## src/rtl/sc2110_pkg.sv

```systemverilog
// rtl/sc2110_pkg.sv - SC2110 sync-code constants and alignment FSM state encoding
package sc2110_pkg;

   localparam logic [11:0] SYNC_PRE0 = 12'hFFF;
   localparam logic [11:0] SYNC_PRE1 = 12'h000;
   localparam logic [11:0] SAV_ACT   = 12'h800;
   localparam logic [11:0] EAV_ACT   = 12'h9D0;
   localparam logic [11:0] SAV_BLK   = 12'hAB0;
   localparam logic [11:0] EAV_BLK   = 12'hB60;

   typedef enum logic [2:0] {
      ST_IDLE   = 3'd0,
      ST_SETTLE = 3'd1,
      ST_SEARCH = 3'd2,
      ST_SLIP   = 3'd3,
      ST_LOCKED = 3'd4,
      ST_ERROR  = 3'd5
   } align_state_t;

   function automatic logic is_sync_code(input logic [11:0] w);
      return (w == SAV_ACT) || (w == EAV_ACT) || (w == SAV_BLK) || (w == EAV_BLK);
   endfunction

endpackage

```

## src/rtl/sc2110_sync_detect.sv

```systemverilog
// rtl/sc2110_sync_detect.sv - FFF,000,000,X header detector with registered one-cycle hit
module sc2110_sync_detect
   import sc2110_pkg::*;
#(
   parameter int DATA_W = 12
) (
   input  logic              I_clk,
   input  logic              I_rst,
   input  logic              I_clr,
   input  logic              I_data_valid,
   input  logic [DATA_W-1:0] I_data,
   output logic              O_hit
);

   // hist2 is the oldest word; only valid words shift, so gaps never break a header
   logic [DATA_W-1:0] hist0, hist1, hist2;
   logic              pre_ok;

   assign pre_ok = (hist2 == DATA_W'(SYNC_PRE0)) &&
                   (hist1 == DATA_W'(SYNC_PRE1)) &&
                   (hist0 == DATA_W'(SYNC_PRE1));

   always_ff @(posedge I_clk or posedge I_rst) begin
      if (I_rst) begin
         hist0 <= '0;
         hist1 <= '0;
         hist2 <= '0;
         O_hit <= 1'b0;
      end else if (I_clr) begin
         hist0 <= '0;
         hist1 <= '0;
         hist2 <= '0;
         O_hit <= 1'b0;
      end else begin
         O_hit <= I_data_valid && pre_ok && is_sync_code(12'(I_data));
         if (I_data_valid) begin
            hist2 <= hist1;
            hist1 <= hist0;
            hist0 <= I_data;
         end
      end
   end

endmodule

```

## src/rtl/sc2110_align_ctrl.sv

```systemverilog
// rtl/sc2110_align_ctrl.sv - SC2110 LVDS word-alignment FSM driving deserializer bitslip
module sc2110_align_ctrl
   import sc2110_pkg::*;
#(
   parameter int DATA_W     = 12,
   parameter int SETTLE_CYC = 16,
   parameter int SEARCH_CYC = 4096,
   parameter int HIT_NEED   = 4,
   parameter int MAX_SLIP   = 24,
   parameter int LOSS_CYC   = 65536
) (
   input  logic              I_clk,
   input  logic              I_rst,
   input  logic              I_start,
   input  logic              I_data_valid,
   input  logic [DATA_W-1:0] I_data,
   output logic              O_bitslip,
   output logic              O_bitslip_done,
   output logic              O_bitslip_error,
   output logic [4:0]        O_slip_cnt,
   output logic [2:0]        O_state
);

   localparam int SET_W  = $clog2(SETTLE_CYC);
   localparam int WIN_W  = $clog2(SEARCH_CYC);
   localparam int HIT_W  = $clog2(HIT_NEED + 1);
   localparam int LOSS_W = $clog2(LOSS_CYC);

   align_state_t      state, state_nxt;
   logic              bitslip_nxt, done_nxt, error_nxt;
   logic              hit;
   logic [SET_W-1:0]  settle_cnt;
   logic [WIN_W-1:0]  win_cnt;
   logic [HIT_W-1:0]  hit_cnt;
   logic [LOSS_W-1:0] loss_cnt;
   logic [4:0]        slip_cnt;
   logic              settle_end, win_end, lock_now, loss_end, slip_clr;

   sc2110_sync_detect #(.DATA_W(DATA_W)) u_detect (
      .I_clk        (I_clk),
      .I_rst        (I_rst),
      .I_clr        (state == ST_SETTLE),
      .I_data_valid (I_data_valid),
      .I_data       (I_data),
      .O_hit        (hit)
   );

   assign settle_end = (settle_cnt == SET_W'(SETTLE_CYC - 1));
   assign win_end    = (win_cnt == WIN_W'(SEARCH_CYC - 1));
   // a hit on the last window clock still counts before expiry is considered
   assign lock_now   = hit && (hit_cnt == HIT_W'(HIT_NEED - 1));
   assign loss_end   = !hit && (loss_cnt == LOSS_W'(LOSS_CYC - 1));
   assign slip_clr   = ((state == ST_IDLE || state == ST_ERROR) && I_start) ||
                       (state == ST_LOCKED && loss_end);

   always_ff @(posedge I_clk or posedge I_rst) begin
      if (I_rst) begin
         state           <= ST_IDLE;
         O_bitslip       <= 1'b0;
         O_bitslip_done  <= 1'b0;
         O_bitslip_error <= 1'b0;
      end else begin
         state           <= state_nxt;
         O_bitslip       <= bitslip_nxt;
         O_bitslip_done  <= done_nxt;
         O_bitslip_error <= error_nxt;
      end
   end

   always_comb begin
      state_nxt = state;
      case (state)
         ST_IDLE:   if (I_start) state_nxt = ST_SETTLE;
         ST_SETTLE: if (settle_end) state_nxt = ST_SEARCH;
         ST_SEARCH: begin
            if (lock_now)
               state_nxt = ST_LOCKED;
            else if (win_end)
               state_nxt = (slip_cnt == 5'(MAX_SLIP)) ? ST_ERROR : ST_SLIP;
         end
         ST_SLIP:   state_nxt = ST_SETTLE;
         ST_LOCKED: if (loss_end) state_nxt = ST_SETTLE;
         ST_ERROR:  if (I_start) state_nxt = ST_SETTLE;
         default:   state_nxt = ST_IDLE;
      endcase
      bitslip_nxt = (state_nxt == ST_SLIP);
      done_nxt    = (state_nxt == ST_LOCKED);
      error_nxt   = (state_nxt == ST_ERROR);
   end

   always_ff @(posedge I_clk or posedge I_rst) begin
      if (I_rst) begin
         settle_cnt <= '0;
         win_cnt    <= '0;
         hit_cnt    <= '0;
         loss_cnt   <= '0;
         slip_cnt   <= '0;
      end else begin
         settle_cnt <= (state == ST_SETTLE && !settle_end) ? settle_cnt + 1'b1 : '0;
         win_cnt    <= (state == ST_SEARCH && !win_end) ? win_cnt + 1'b1 : '0;
         loss_cnt   <= (state == ST_LOCKED && !hit) ? loss_cnt + 1'b1 : '0;
         if (state != ST_SEARCH)
            hit_cnt <= '0;
         else if (hit && hit_cnt < HIT_W'(HIT_NEED))
            hit_cnt <= hit_cnt + 1'b1;
         if (slip_clr)
            slip_cnt <= '0;
         else if (state == ST_SLIP && slip_cnt != 5'(MAX_SLIP))
            slip_cnt <= slip_cnt + 1'b1;
      end
   end

   assign O_slip_cnt = slip_cnt;
   assign O_state    = state;

endmodule
```

## config.mk

```make
export PLATFORM = sky130hd
export DESIGN_NAME = sc2110_align_ctrl
export DESIGN_NICKNAME = d
export VERILOG_FILES = /design/src/rtl/sc2110_pkg.sv /design/src/rtl/sc2110_sync_detect.sv /design/src/rtl/sc2110_align_ctrl.sv
export SDC_FILE = /design/constraint.sdc
export NUM_CORES = 1
export LEC_CHECK = 0
export ABC_AREA = 1
export CAP_MARGIN = 20
export CORE_UTILIZATION = 59
export DETAILED_ROUTE_END_ITERATION = 8
export GPL_ROUTABILITY_DRIVEN = 0
export HOLD_SLACK_MARGIN = 0.02
export PLACE_DENSITY_LB_ADDON = 0.08
export SETUP_SLACK_MARGIN = 0.5
export SLEW_MARGIN = 30
export SYNTH_ARGS = -nofsm -noshare
export SYNTH_HDL_FRONTEND = slang
export SYNTH_SLANG_ARGS = --single-unit
```

## constraint.sdc

```tcl
create_clock -name I_clk -period 3.08 [get_ports I_clk]
set_input_delay 0.462 -clock I_clk [delete_from_list [all_inputs] [get_ports I_clk]]
set_output_delay 0.462 -clock I_clk [all_outputs]
set_load 0.005 [all_outputs]
```

# Word-level counts from Yosys, hierarchy flattened
# Index checks and enable logic that the tools add are counted.
[classes]
order_cmp = 1
mux = 21
reduce_logical = 28
div_mod_pow = 0
bitwise = 0
add_sub_neg = 5
eq_ne = 20
mul = 0
n_shift = 0
[op_table]
columns = ["operator", "count"]
rows = [
  ["$mux W12", 7],
  ["$eq A12 B12 Y1 const B", 6],
  ["$logic_not A12 Y1", 2],
  ["$mux W3", 8],
  ["$add A16 B1 Y16 const B", 1],
  ["$eq A16 B16 Y1 const B", 1],
  ["$mux W16", 1],
  ["$pmux W3 S5", 1],
  ["$logic_and A1 B1 Y1", 13],
  ["$add A12 B1 Y12 const B", 1],
  ["$eq A3 B2 Y1 const B", 4],
  ["$eq A3 B3 Y1 const B", 4],
  ["$mux W5", 2],
  ["$reduce_bool A2 Y1", 3],
  ["$add A5 B1 Y5 const B", 1],
  ["$eq A5 B5 Y1 const B", 1],
  ["$logic_or A1 B1 Y1", 5],
  ["$ne A5 B5 Y1 const B", 1],
  ["$add A4 B1 Y4 const B", 1],
  ["$eq A4 B4 Y1 const B", 1],
  ["$mux W4", 1],
  ["$add A3 B1 Y3 const B", 1],
  ["$eq A3 B1 Y1 const B", 1],
  ["$logic_not A1 Y1", 3],
  ["5 further kinds", 5],
]
[totals]
romBits = 0
latch_bits = 0
ram_bits = 0
inputBits = 16
ff_bits = 83
out_inout_bits = 11
elab_cells = 88
n_memories = 0

# Longest topological paths before layout
# Gate-level depths: netlist of the first run.
[logic_depth]
depth_word = 6
mapped_depth = 12
depth_no_buf = 12

# By module
# From an unflattened synthesis of the first run, not the netlist that was laid out.
[hier_totals]
hier_cells = 451
hier_area_um2 = 3972.6
[by_module_without_submodules]
columns = ["mod", "cells_per_inst", "area_per_inst_um2", "seq_area_each_um2", "instances"]
rows = [
  ["sc2110_align_ctrl", 273, 2324.7, 1151.1, 1],
  ["sc2110_sync_detect", 178, 1647.8, 925.9, 1],
]

# Worst setup path after synthesis of the first run
# No wires, ideal clock.
[synth_path]
path_type = "reg2reg"
start = "register loss_cnt[0]"
end = "register O_bitslip_done"
setup_ps = 113
required_ps = 2967
path_buffers = 0
period_less_slack_ps = 1471
setup_slack_ps = 1609
t_arrival_ps = 1358
path_stages_with_launch = 13
path_cell_list = "dfrtp_1 ha_1 nand2_1 nor2_2 nand2_2 nor2_4 nand2_1 nand2_1 nand2_1 nand2_1 nand2_2 nand2_1 inv_1"
[synth_via]
elab_chain_len = 5
[synth_rtl]
columns = ["item", "line_no", "source"]
rows = [
  ["start: declaration", "sc2110_align_ctrl.sv:35", "logic [LOSS_W-1:0] loss_cnt;"],
  ["start signal: assignment", "sc2110_align_ctrl.sv:101", "loss_cnt <= (state == ST_LOCKED && !hit) ? loss_cnt + 1'b1 : '0;"],
  ["$eq A16 B16 Y1", "sc2110_align_ctrl.sv:52", "assign loss_end = !hit && (loss_cnt == LOSS_W'(LOSS_CYC - 1));"],
  ["$logic_and A1 B1 Y1", "sc2110_align_ctrl.sv:52", ""],
  ["$mux W3", "sc2110_align_ctrl.sv:82", "ST_LOCKED: if (loss_end) state_nxt = ST_SETTLE;"],
  ["$pmux W3 S5", "sc2110_align_ctrl.sv:72", "case (state)"],
  ["net state_nxt[2]", "sc2110_align_ctrl.sv:29", "align_state_t state, state_nxt;"],
  ["$eq A3 B3 Y1", "sc2110_align_ctrl.sv:87", "done_nxt = (state_nxt == ST_LOCKED);"],
  ["net done_nxt", "sc2110_align_ctrl.sv:30", "logic bitslip_nxt, done_nxt, error_nxt;"],
  ["end signal: assignment", "sc2110_align_ctrl.sv:65", "O_bitslip_done <= done_nxt;"],
  ["end: declaration", "sc2110_align_ctrl.sv:18", "output logic O_bitslip_done,"],
]
# The timed path passes the listed nets, and every way through them passes these cells.
# A chain may end at the register's enable or synchronous reset.

# Worst setup path in the final report of the first run
[layout_path]
start = "register state[0], in the netlist O_state[0]"
end = "register u_detect.hist1[5]"
[layout_via]
elab_chain_len = 2
elab_cells_between_ends = 3
classes_between = "eq/ne (1); mux (1); reduce/logical (1)"
[layout_rtl]
columns = ["item", "line_no", "source"]
rows = [
  ["start: declaration", "sc2110_align_ctrl.sv:29", ""],
  ["start signal: assignment", "sc2110_align_ctrl.sv:63", "state <= state_nxt;"],
  ["$eq A3 B1 Y1 *", "sc2110_align_ctrl.sv:42", ".I_clr (state == ST_SETTLE),"],
  ["$mux W12 / $reduce_bool A2 Y1 (equally long branches)", "--", ""],
  ["end signal: assignment", "sc2110_sync_detect.sv:38", "hist1 <= hist0;"],
  ["end: declaration", "sc2110_sync_detect.sv:16", "logic [DATA_W-1:0] hist0, hist1, hist2;"],
]
# Mark *: on every way between the ends. The rest lies on a longest branch, timed or not.

==> results of run 1 <==
-- per-layer routing --
layer | track usage [%] | part of all wire [%] | vias to the layer above
met2 | 36.7 | 48 | 52
li1 | - | - | 1644
met3 | 5.71 | 2.6 | 6
met4 | 6.67 | 0.80 | 0
met1 | 32.1 | 49 | 1515
met5 | 0 | 0 | -
-- report_power, final --
part | internal (mW) | switching, mW | total [mW]
sequential | 1.15 | 0.0626 | 1.22
combinational | 0.150 | 0.255 | 0.405
clock | 0.396 | 0.365 | 0.761
-- metrics by stage --
step	total power, mW	utilization [%]
after floorplan	1.54	-
after global placement	1.62	66.1
after detailed placement	1.63	66.5
after CTS	2.41	69.3
after global routing	2.51	69.3
final	2.38	69.3
-- Yosys cell counts, types with 2 or more instances --
cell type  number  area [um2]
and2_1          2        12.5
buf_12          3        60.1
nor4_1          9        56.3
ha_1            7        87.6
nand3_1        17        85.1
nor2_2         32         200
a31oi_1        36         225
nand2_2         3        18.8
nor2_4          2        22.5
nand2_1        51         191
clkbuf_1        4        15.0
nor3b_1         3        22.5
o21ai_0        13        65.1
buf_2           2        10.0
inv_2           2        7.51
nand4_1         4        25.0
a21oi_1        22         110
dfrtp_1        83        2080
nor3_1         10        50.1
nor2_1         53         199
a211oi_1        2        15.0
o21a_1          2        15.0
xor2_1          6        52.6
nand3_2         2        20.0
inv_1         113         424
xnor2_1         3        26.3
-- cell type report --
class	instances	share of cell area, %
clock buffers	12	3.06
clock inverters	4	1.06
inverters	115	9.19
multi-input cells	287	33.3
well taps	96	2.54
flip-flops and latches	83	43.9
repair buffers	31	6.97
-- cell families after synthesis --
family,Yosys count
AND/OR/NAND/NOR,192
buffers and inverters,126
flip-flops,83
AO/OA/AOI/OAI,79
XOR/XNOR,9
adder cells (fa/ha/maj),7
-- worst paths after layout --
kind,cells after the start,endpoint,slack [ns]
max in group asynchronous,3,hit_cnt[0]$_DFFE_PP0P_,2.01
hold / removal,1,loss_cnt[0]$_DFF_PP0_,0.46
setup / recovery,7,u_detect.hist1[5]$_DFFE_PP0P_,1.03
min in group asynchronous,2,u_detect.hist1[0]$_DFFE_PP0P_,0.53
setup reg to reg,7,u_detect.hist1[5]$_DFFE_PP0P_,1.03
hold reg to reg,1,loss_cnt[0]$_DFF_PP0_,0.46
-- state kept, by name (all words and copies together), names as in the netlist --
| name | flops |
|---|---|
| u_detect.hist2 | 12 |
| u_detect.hist1 | 12 |
| u_detect.hist0 | 12 |
| win_cnt | 12 |
| loss_cnt | 16 |
| O_state | 3 |
| O_bitslip_error | 1 |
| settle_cnt | 4 |
| O_bitslip | 1 |
| O_slip_cnt | 5 |
| u_detect.O_hit | 1 |
| O_bitslip_done | 1 |
| hit_cnt | 3 |
==> impl_results.md, run 1 <==
* Cells after Synth at 496
* Placed cell area at 4540 um2
* Yosys warns at 0
* Die Wd at 86.2 um
* Most frequent cells in the layout: 112 x inv_1, 83 x dfrtp_1, 53 x nor2_1
* Hold Startpoint: loss_cnt[0]$_DFF_PP0_
* CP Launch Type: register
* Final hold violation count at 0
* Min-Delay Path Class: register to register
* Max-cap violations at 0
* Die Footprint at 7440 um2
* Layout Cells excl Fill at 628
* Status: completed
* Synth Area in Simple Gates at 22.6%
* Starting DRT DRC Count at 121
* CP Buf/Inv Count at 3
* Max incr delay on CP at 0.55 ns
* DRC viols at 0
* LEAKAGE at 2.28 nW
* Sum Neg Setup Slack at 0 ns
* Routed len/inst at 12.1 um
* GR Overflow Total at 0
* Number of diodes at 0
* Chip height at 86.2 um
* Nets at 550
* Fill cells at 557
* Num CTS Buffers at 9
* Peak VDD IR at 0.000548 V
* Synth Area per Inst at 8.44 um2
* Worst setup margin at 1.03 ns
* CP Class: register to register
* Multiplexer share of the synthesized area at 0%
* Clock Path Buffers at 2
* Final wirelength at 7.62 mm
* GR Util All Layers at 23.2%
* CP Max Fanout at 22
* Crit path max-delay family: simple AND/OR/NAND/NOR gates
* RR Startpoint: O_state[0]$_DFF_PP0_
* I/O Pins at 27
* Net Count, Synth at 519
* Post-synth EDFFs at 0
* Initial antenna violation count at 0
* Seq/Total Area, Yosys at 49.6%
* Final Skew at 0.0116 ns
* Root Driver: clkbuf_8
* Share of flip-flops with an asynchronous set or reset at 100%
* RSZ-0062 raised after global routing: false
* Cts-stage hold buffer count at 0
* Share of post-route cells with drive strength above 1 at 12.6%
* Post-CTS Resized at 0
* P per Cell Area at 503 nW/um2
* Slew @ Worst Pin at 0.603 ns
* Synth Area in Compound Gates at 11.1%
* Area of the multi-input gates at 1580 um2
* Post-Syn Area at 4190 um2
* Final HPWL DP at 5.57 mm
* CTS tree: built
* Main combinational cell family by area after synthesis: simple AND/OR/NAND/NOR gates
* Critical Path End Type: register
* Synth Area in Adders at 2.09%
* Largest net degree at the start of global routing at 38
* Post-Synth XOR/XNOR Area at 1.88%
* Register area at 2080 um2
* Top_reg_cell synth: dfrtp_1
* Cell total after placement at 612
* Area Growth Syn to Fin at 13.1%
* Initial Util at 61.3%
* Drt pass-1 iters at 5
* Clk pin slew, worst setup/hold paths at 0.07 ns
* Clock tree sinks at 83
* IO buf count at 26
* H-tree levels at 3
* Total number of vias at 3217
* Pre-CTS WS at 0.869 ns
* Relative slew margins at 59.7%
* Most common cell after layout, fill and taps aside: inv_1
* Count of cell types in the netlist at 36
* Final Hold Slack at 0.460 ns
* Postcts setup bufs at 0
* Worst-Skew Late Latency at 0.35 ns
* Crit path cell chain: inv_2 > nor3_4 > or2_2 > buf_4 > nor2_2 > a31oi_1 > inv_1
* Post-route cell area at 4740 um2
* Global-route wire length before repair at 13.4 mm
* Worst path required time at 3.31 ns
* Row count at 30
* Critical path data arrival time at 2.28 ns
* Crit path launch: O_state[0]$_DFF_PP0_
* Number of synthesized register bits at 83
* Maximum clock frequency at 487 MHz
* Slew Limit Fails at 0
* Tmin final at 2.05 ns
* Number of routed nets with antenna violations at 0
* Final setup viols at 0
* Number of global-route vias before repair at 2992
* Critical path's slowest cell: or2_2
* Vias per cell at 5.12
* Core box area at 6830 um2
* Crit share post-route at 66.6%
Note: power is estimated with default switching activity, not from simulation.
==> run 2: changes to the inputs <==
--- a/config.mk
+++ b/config.mk
@@ -7,7 +7,7 @@
 export LEC_CHECK = 0
 export ABC_AREA = 1
 export CAP_MARGIN = 20
-export CORE_UTILIZATION = 59
+export CORE_UTILIZATION = 53
 export DETAILED_ROUTE_END_ITERATION = 8
 export GPL_ROUTABILITY_DRIVEN = 0
 export HOLD_SLACK_MARGIN = 0.02
==> constraint.sdc (replaced) <==
create_clock -name I_clk -period 1.8 [get_ports I_clk]
set_input_delay 0.27 -clock I_clk [delete_from_list [all_inputs] [get_ports I_clk]]
set_output_delay 0.27 -clock I_clk [all_outputs]
set_load 0.005 [all_outputs]
==> run 2 against run 1 <==
Routed wire length up 27%. Cell count is 9.1% higher. Sequential power is 70% higher. Non-clock buffer count grew 51. Setup slack worse by 0.77 ns. Clock power up 89%. Hold slack got worse by 0.067 ns. Critical path type unchanged. Critical endpoint is now u_detect.hist1[9]$_DFFE_PP0P_. Largest cell class unchanged. Highest routed layer unchanged.
==> impl_results.md, run 2 (synthesis gave the netlist of run 1 again) <==
* GR Overflow Total at 0 (unchanged)
* Crit path max-delay family: simple AND/OR/NAND/NOR gates
* Status: completed
* RR Startpoint: O_state[1]$_DFF_PP0_
* H-tree levels at 3 (unchanged)
* Final Skew at 0.00942 ns (-0.00222 ns)
* Area Growth Syn to Fin at 35.7%
* Number of routed nets with antenna violations at 0 (unchanged)
* Clock Path Buffers at 2 (unchanged)
* Sum Neg Setup Slack at 0 ns (unchanged)
* Most common cell after layout, fill and taps aside: inv_1
* Maximum clock frequency at 649 MHz (+33%)
* Num CTS Buffers at 9 (unchanged)
* Biggest register: loss_cnt
* Die Footprint at 8260 um2 (+11%)
* Routed len/inst at 14.1 um (+16%)
* Worst R2R Path Depth at 7 (unchanged)
* CP Launch Type: register
* Initial Util at 54.5% (-6.8 points)
* CP Class: register to register
* Max incr delay on CP at 0.46 ns (-0.09 ns)
* CP Buf/Inv Count at 3 (unchanged)
* Number of global-route vias before repair at 3446 (+15%)
* Slew Limit Fails at 0 (unchanged)
* Crit share post-route at 85.5% (+19 points)
* Final hold violation count at 0 (unchanged)
* Root Driver: clkbuf_8
* Max reg flops at 16 (unchanged)
* Core box area at 7690 um2 (+13%)
* CP Max Fanout at 5 (-77%)
* LEAKAGE at 2.71 nW (+19%)
* Global-route wire length before repair at 15.4 mm (+15%)
* Reg2reg setup slack at 0.26 ns (-0.77 ns)
* Tmin final at 1.54 ns (-0.512 ns)
* Final wirelength at 9.65 mm (+27%)
* Critical path data arrival time at 1.77 ns (-0.51 ns)
* Final HPWL DP at 5.31 mm (-4.8%)
* Largest net degree at the start of global routing at 84 (+120%)
* Chip height at 90.9 um (+5.4%)
* Final Hold Slack at 0.393 ns (-0.0674 ns)
* IO buf count at 26 (unchanged)
* CTS tree: built
* Worst path required time at 2.03 ns (-1.28 ns)
* Most frequent cells in the layout: 107 x inv_1, 80 x dfrtp_1, 42 x nand2_1
* P per Cell Area at 825 nW/um2 (+64%)
* Row count at 32 (+6.7%)
* Clk pin slew, worst setup/hold paths at 0.08 ns (about the same)
* Starting DRT DRC Count at 162 (+34%)
* Vias per cell at 5.19 (+1.4%)
* Slew @ Worst Pin at 0.440 ns (-0.163 ns)
* Relative slew margins at 70.6% (+11 points)
* Layout Cells excl Fill at 685 (+9.1%)
* Share of post-route cells with drive strength above 1 at 32.4% (+20 points)
* Critical path's slowest cell: dfrtp_2
* Peak VDD IR at 0.000476 V (-13%)
* Initial antenna violation count at 0 (unchanged)
* RSZ-0062 raised after global routing: true
* GR Util All Layers at 23.5% (+0.26 points)
* I/O Pins at 27 (unchanged)
* Clock tree sinks at 83 (unchanged)
* Nets at 601 (+9.3%)
* Critical Path End Type: register
* Crit path cell chain: nor3_4 > or2_4 > buf_6 > buf_16 > nor2_4 > a31oi_2 > inv_1
* Total number of vias at 3557 (+11%)
* Worst-Skew Late Latency at 0.35 ns (about the same)
* Drt pass-1 iters at 6 (+1)
* R2R Path End: u_detect.hist1[9]$_DFFE_PP0P_
* Die Wd at 90.9 um (+5.4%)
* Cell total after placement at 616 (+0.65%)
* Number of diodes at 0 (unchanged)
* Min-Delay Path Class: primary input to async pin
* DRC viols at 0 (unchanged)
* Final setup viols at 0 (unchanged)
* Max-cap violations at 0 (unchanged)
## run 2: power breakdown
part / switching, mW / internal [mW]
combinational: 0.604 / 0.561
clock: 0.646 / 0.796
sequential: 0.107 / 1.97
## run 2: routing by layer
metal	routed length, um	GRT usage, %
met5	0	0
met4	163	11.1
met3	228	3.70
met2	4930	38.6
met1	4330	30.4
## run 2: worst max-delay path by stage
| stage | cells past startpoint | end | from |
|---|---|---|---|
| final | 7 | u_detect.hist1[9]$_DFFE_PP0P_ | O_state[1]$_DFF_PP0_ |
| after global routing | 7 | u_detect.hist2[10]$_DFFE_PP0P_ | O_state[1]$_DFF_PP0_ |
| after CTS | 12 | O_bitslip_done$_DFF_PP0_ | loss_cnt[0]$_DFF_PP0_ |
| after detailed placement | 12 | O_bitslip_done$_DFF_PP0_ | loss_cnt[0]$_DFF_PP0_ |
| after global placement | 12 | O_bitslip_done$_DFF_PP0_ | loss_cnt[0]$_DFF_PP0_ |
| after floorplan | 12 | O_bitslip_done$_DFF_PP0_ | loss_cnt[0]$_DFF_PP0_ |
## run 2: worst min-delay path: cells and delay by family
family	cells	cell delay (ns)
buffers and inverters	3	0.90
## run 2: timing repair
action,CTS,global route
endpoints found under the setup margin,85,83
resized for setup,49,86
buffers inserted,32,15
cloned,5,1
hold endpoints to repair,0,0
pin swaps,12,27
hold buffers,0,0
## run 2: layout make-up
cell class,instances,area [um2]
fill,571,2010
clock buffer,15,186
multi-input combinational,287,1920
inverter,115,453
tap,102,128
sequential,83,2080
timing repair buffer,82,877
clock inverter,1,30.0
## run 2: through the flow
stage	util (%)	setup slack [ns]	total power [mW]	area [um2]
5_1_grt	73.9	0.167	4.90	5680
2_1_floorplan	-	0.366	2.63	4210
3_3_place_gp	59.3	0.176	2.80	4560
3_5_place_dp	59.3	0.161	2.81	4560
6_report	73.9	0.260	4.69	5680
4_1_cts	68.4	0.274	4.53	5260
==> run 3: changes to the inputs <==
--- a/config.mk
+++ b/config.mk
@@ -7,6 +7,7 @@
 export LEC_CHECK = 0
 export ABC_AREA = 1
 export CAP_MARGIN = 20
+export CORE_MARGIN = 3
 export CORE_UTILIZATION = 53
 export DETAILED_ROUTE_END_ITERATION = 8
 export GPL_ROUTABILITY_DRIVEN = 0
@@ -16,4 +17,5 @@
 export SLEW_MARGIN = 30
 export SYNTH_ARGS = -nofsm -noshare
 export SYNTH_HDL_FRONTEND = slang
+export SYNTH_HIERARCHICAL = 1
 export SYNTH_SLANG_ARGS = --single-unit
==> run 3 against run 2 <==
Sequential share of layout area rose by 1.6 points. Non-clock buffer count fell by 8. Flip-flop and latch count did not move. Maximum frequency barely moved. Clock power fell by 18%.
==> impl_results.md, run 3 <==
* Count of cell types in the netlist at 35 (-2.8%)
* Share of post-route cells with drive strength above 1 at 35.3% (+2.9 points)
* Seq/Total Area, Yosys at 52.3% (+2.7 points)
* Met2 GRT Util at 35.0% (-3.6 points)
* Critical path data arrival time at 1.79 ns (+0.02 ns)
* Largest net degree at the start of global routing at 47 (-44%)
* Max reg flops at 16 (unchanged)
* Final Hold Slack at 0.336 ns (-0.0573 ns)
* Post-Route Utilization at 77.5% (+3.6 points)
* Int Pwr at 3.11 mW (-6.5%)
* Met1 GRT Util at 27.4% (-3.0 points)
* Pre-CTS WS at 0.156 ns (-0.00411 ns)
* Root Driver: clkbuf_8
* GR Util All Layers at 21.0% (-2.4 points)
* Peak VDD IR at 0.000480 V (+0.93%)
* Clk pin slew, worst setup/hold paths at 0.08 ns (about the same)
* IO buf count at 26 (unchanged)
* Post-synth top area share at 52.3% (+2.7 points)
* Met3 Use GR at 3.09% (-0.62 points)
* Core box area at 7020 um2 (-8.7%)
* H-tree levels at 3 (unchanged)
* CP Launch Type: register
* Top cell type by total area after synthesis: dfrtp_1
* Most common cell in the netlist: dfrtp_1
* Row count at 30 (-6.3%)
* Total number of vias at 3377 (-5.1%)
* Slew @ Worst Pin at 0.641 ns (+0.201 ns)
* CP Max Fanout at 4 (-1)
* Worst path required time at 2.05 ns (+0.02 ns)
* GR Overflow Total at 0 (unchanged)
* Top cells by count, synth: 83 x dfrtp_1, 68 x inv_1, 63 x nor2_1
* Nets at 557 (-7.3%)
* Final hold violation count at 0 (unchanged)
* GR peak layer: met2
* Starting DRT DRC Count at 177 (+9.3%)
* Worst-Skew Late Latency at 0.36 ns (about the same)
* Num CTS Buffers at 9 (unchanged)
* Seq pwr share at 43.8% (-0.6 points)
* LEAKAGE at 2.43 nW (-10%)
* Chip height at 92.6 um (+1.9%)
* Final HPWL DP at 5.18 mm (-2.3%)
* Tot Pwr at 4.69 mW (about the same)
* Number of diodes at 0 (unchanged)
* Top_reg_cell synth: dfrtp_1
* Number of global-route vias before repair at 3095 (-10%)
* Slew Limit Fails at 0 (unchanged)
* Most common cell after layout, fill and taps aside: dfrtp_1
* Share of flip-flops with an asynchronous set or reset at 100% (unchanged)
* Die Footprint at 8570 um2 (+3.8%)
* Max-cap violations at 0 (unchanged)
* Die Wd at 92.6 um (+1.9%)
* Crit share post-route at 85.6% (about the same)
* RSZ-0062 raised after global routing: true
* Post-Syn Area at 3970 um2 (-5.1%)
* P per Cell Area at 861 nW/um2 (+4.3%)
* Critical Path End Type: register
* CTS tree: built
* Final wirelength at 9.71 mm (+0.65%)
* Placed cell area at 4360 um2 (-4.4%)
* Cts-stage hold buffer count at 0 (unchanged)
* Synth Area per Inst at 8.81 um2 (+4.4%)
* Number of synthesized register bits at 83 (unchanged)
* Initial Util at 56.6% (+2.1 points)
* Clock Path Buffers at 2 (unchanged)
* Vias per cell at 5.33 (+2.6%)
* Post-route cell area at 5440 um2 (-4.2%)
* Sum Neg Setup Slack at 0 ns (unchanged)
* Clock tree sinks at 83 (unchanged)
* Comb pwr share at 31.1% (+6.2 points)
* Number of routed nets with antenna violations at 0 (unchanged)
* Synth top area cells: dfrtp_1 52%, inv_1 6.4%, nor2_1 6.0%
* I/O Pins at 27 (unchanged)
* Routed len/inst at 15.3 um (+8.7%)
* Drt pass-1 iters at 4 (-2)
* Min-Delay Path Class: primary input to async pin
* Layout Cells excl Fill at 634 (-7.4%)
* Psw at 1.57 mW (+16%)
* Tmin final at 1.54 ns (+0.000918 ns)
* Cell total after placement at 568 (-7.8%)
* Net Count, Synth at 474 (-8.7%)
* Status: completed
* Worst setup margin at 0.259 ns (-0.000918 ns)
* Maximum clock frequency at 649 MHz (about the same)
* DRC viols at 0 (unchanged)
* Initial antenna violation count at 0 (unchanged)
* Most frequent cells in the layout: 80 x dfrtp_1, 62 x inv_1, 48 x nand2_1, 48 x nor2_1, 31 x buf_4
* Cells after Synth at 451 (-9.1%)
* Area Growth Syn to Fin at 37.0%
* Biggest register: loss_cnt
* Clock power frac at 25.1% (-5.7 points)
* Post-synth EDFFs at 0 (unchanged)
* Final Skew at 0.0102 ns (+0.000748 ns)
* Final setup viols at 0 (unchanged)
* Yosys warns at 6 (+6)
* Relative slew margins at 57.2% (-13 points)
* Global-route wire length before repair at 14.3 mm (-7.5%)
* Sw Ratio at 33.6% (+4.6 points)
* CP Class: register to register
-- run 3: changes by cell type after synthesis, moves of 5 or more --
cell / before / now
o22ai_1: 0 / 18
nor2_2: 32 / 3
nor2_1: 53 / 63
nand2_1: 51 / 60
nand3_1: 17 / 34
o21ai_1: 0 / 11
nor4_1: 9 / 0
inv_1: 113 / 68
nand4_1: 4 / 9
nor3b_2: 0 / 5
o21ai_0: 13 / 18
a31oi_1: 36 / 2
buf_6: 1 / 7
-- run 3: layout make-up --
class                   instances  area, um2
repair inverters                2       17.5
repair buffers                 74        672
flip-flops and latches         83       2080
clock buffers                  12        145
fillers                       464       1580
multi-input cells             290       2080
clock inverters                 3       15.0
inverters                      74        307
well taps                      96        120
-- run 3: timing repair --
action,in CTS,in global routing
buffers inserted,31,12
pin swaps,23,24
gates cloned,2,6
setup endpoints to repair,85,82
endpoints found under the hold margin,0,0
gates resized for setup,76,92
-- run 3: worst max-delay path: stages (launching register included) --
cell	delay, ns
dfrtp_2	0.44
buf_6	0.13
buf_4	0.13
inv_1	0.05
nand3_1	0.10
and2_4	0.19
o21ai_4	0.19
inv_1	0.08
nand2_1	0.07
nor2_1	0.05
-- run 3: layer usage --
metal,part of all wire (%),routed length [um]
met3,4.2,408
met5,0,0
met2,51,4990
met4,2.6,251
met1,42,4060
-- run 3: worst paths after layout --
kind                                         startpoint                            end  slack (ns)  depth (start not counted)
worst max-delay path               O_state[1]$_DFF_PP0_      O_slip_cnt[4]$_DFFE_PP0P_        0.26                          9
worst min-delay path                              I_rst         loss_cnt[15]$_DFF_PP0_        0.34                          3
worst max register to register     O_state[1]$_DFF_PP0_      O_slip_cnt[4]$_DFFE_PP0P_        0.26                          9
worst min register to register  settle_cnt[0]$_DFF_PP0_        settle_cnt[0]$_DFF_PP0_        0.47                          1
max in group asynchronous                         I_rst  u_detect/hist1[3]$_DFFE_PP0P_        1.06                          3
min in group I_clk              settle_cnt[0]$_DFF_PP0_        settle_cnt[0]$_DFF_PP0_        0.47                          1
-- run 3: power groups by stage --
stage | combinational, mW | clock, mW | sequential (mW)
floorplan | 0.580 | 0 | 2.09
global placement | 0.720 | 0 | 2.10
detailed placement | 0.735 | 0 | 2.10
CTS | 1.05 | 1.18 | 2.05
global route | 1.57 | 1.26 | 2.07
finish | 1.46 | 1.18 | 2.05
-- run 3: cell families after synthesis --
family / Yosys count / share of synthesized area, %
AO/OA/AOI/OAI: 73 / 10.4
adder cells (fa/ha/maj): 7 / 2.20
buffers and inverters: 83 / 9.42
XOR/XNOR: 5 / 1.10
flip-flops: 83 / 52.3
AND/OR/NAND/NOR: 200 / 24.6
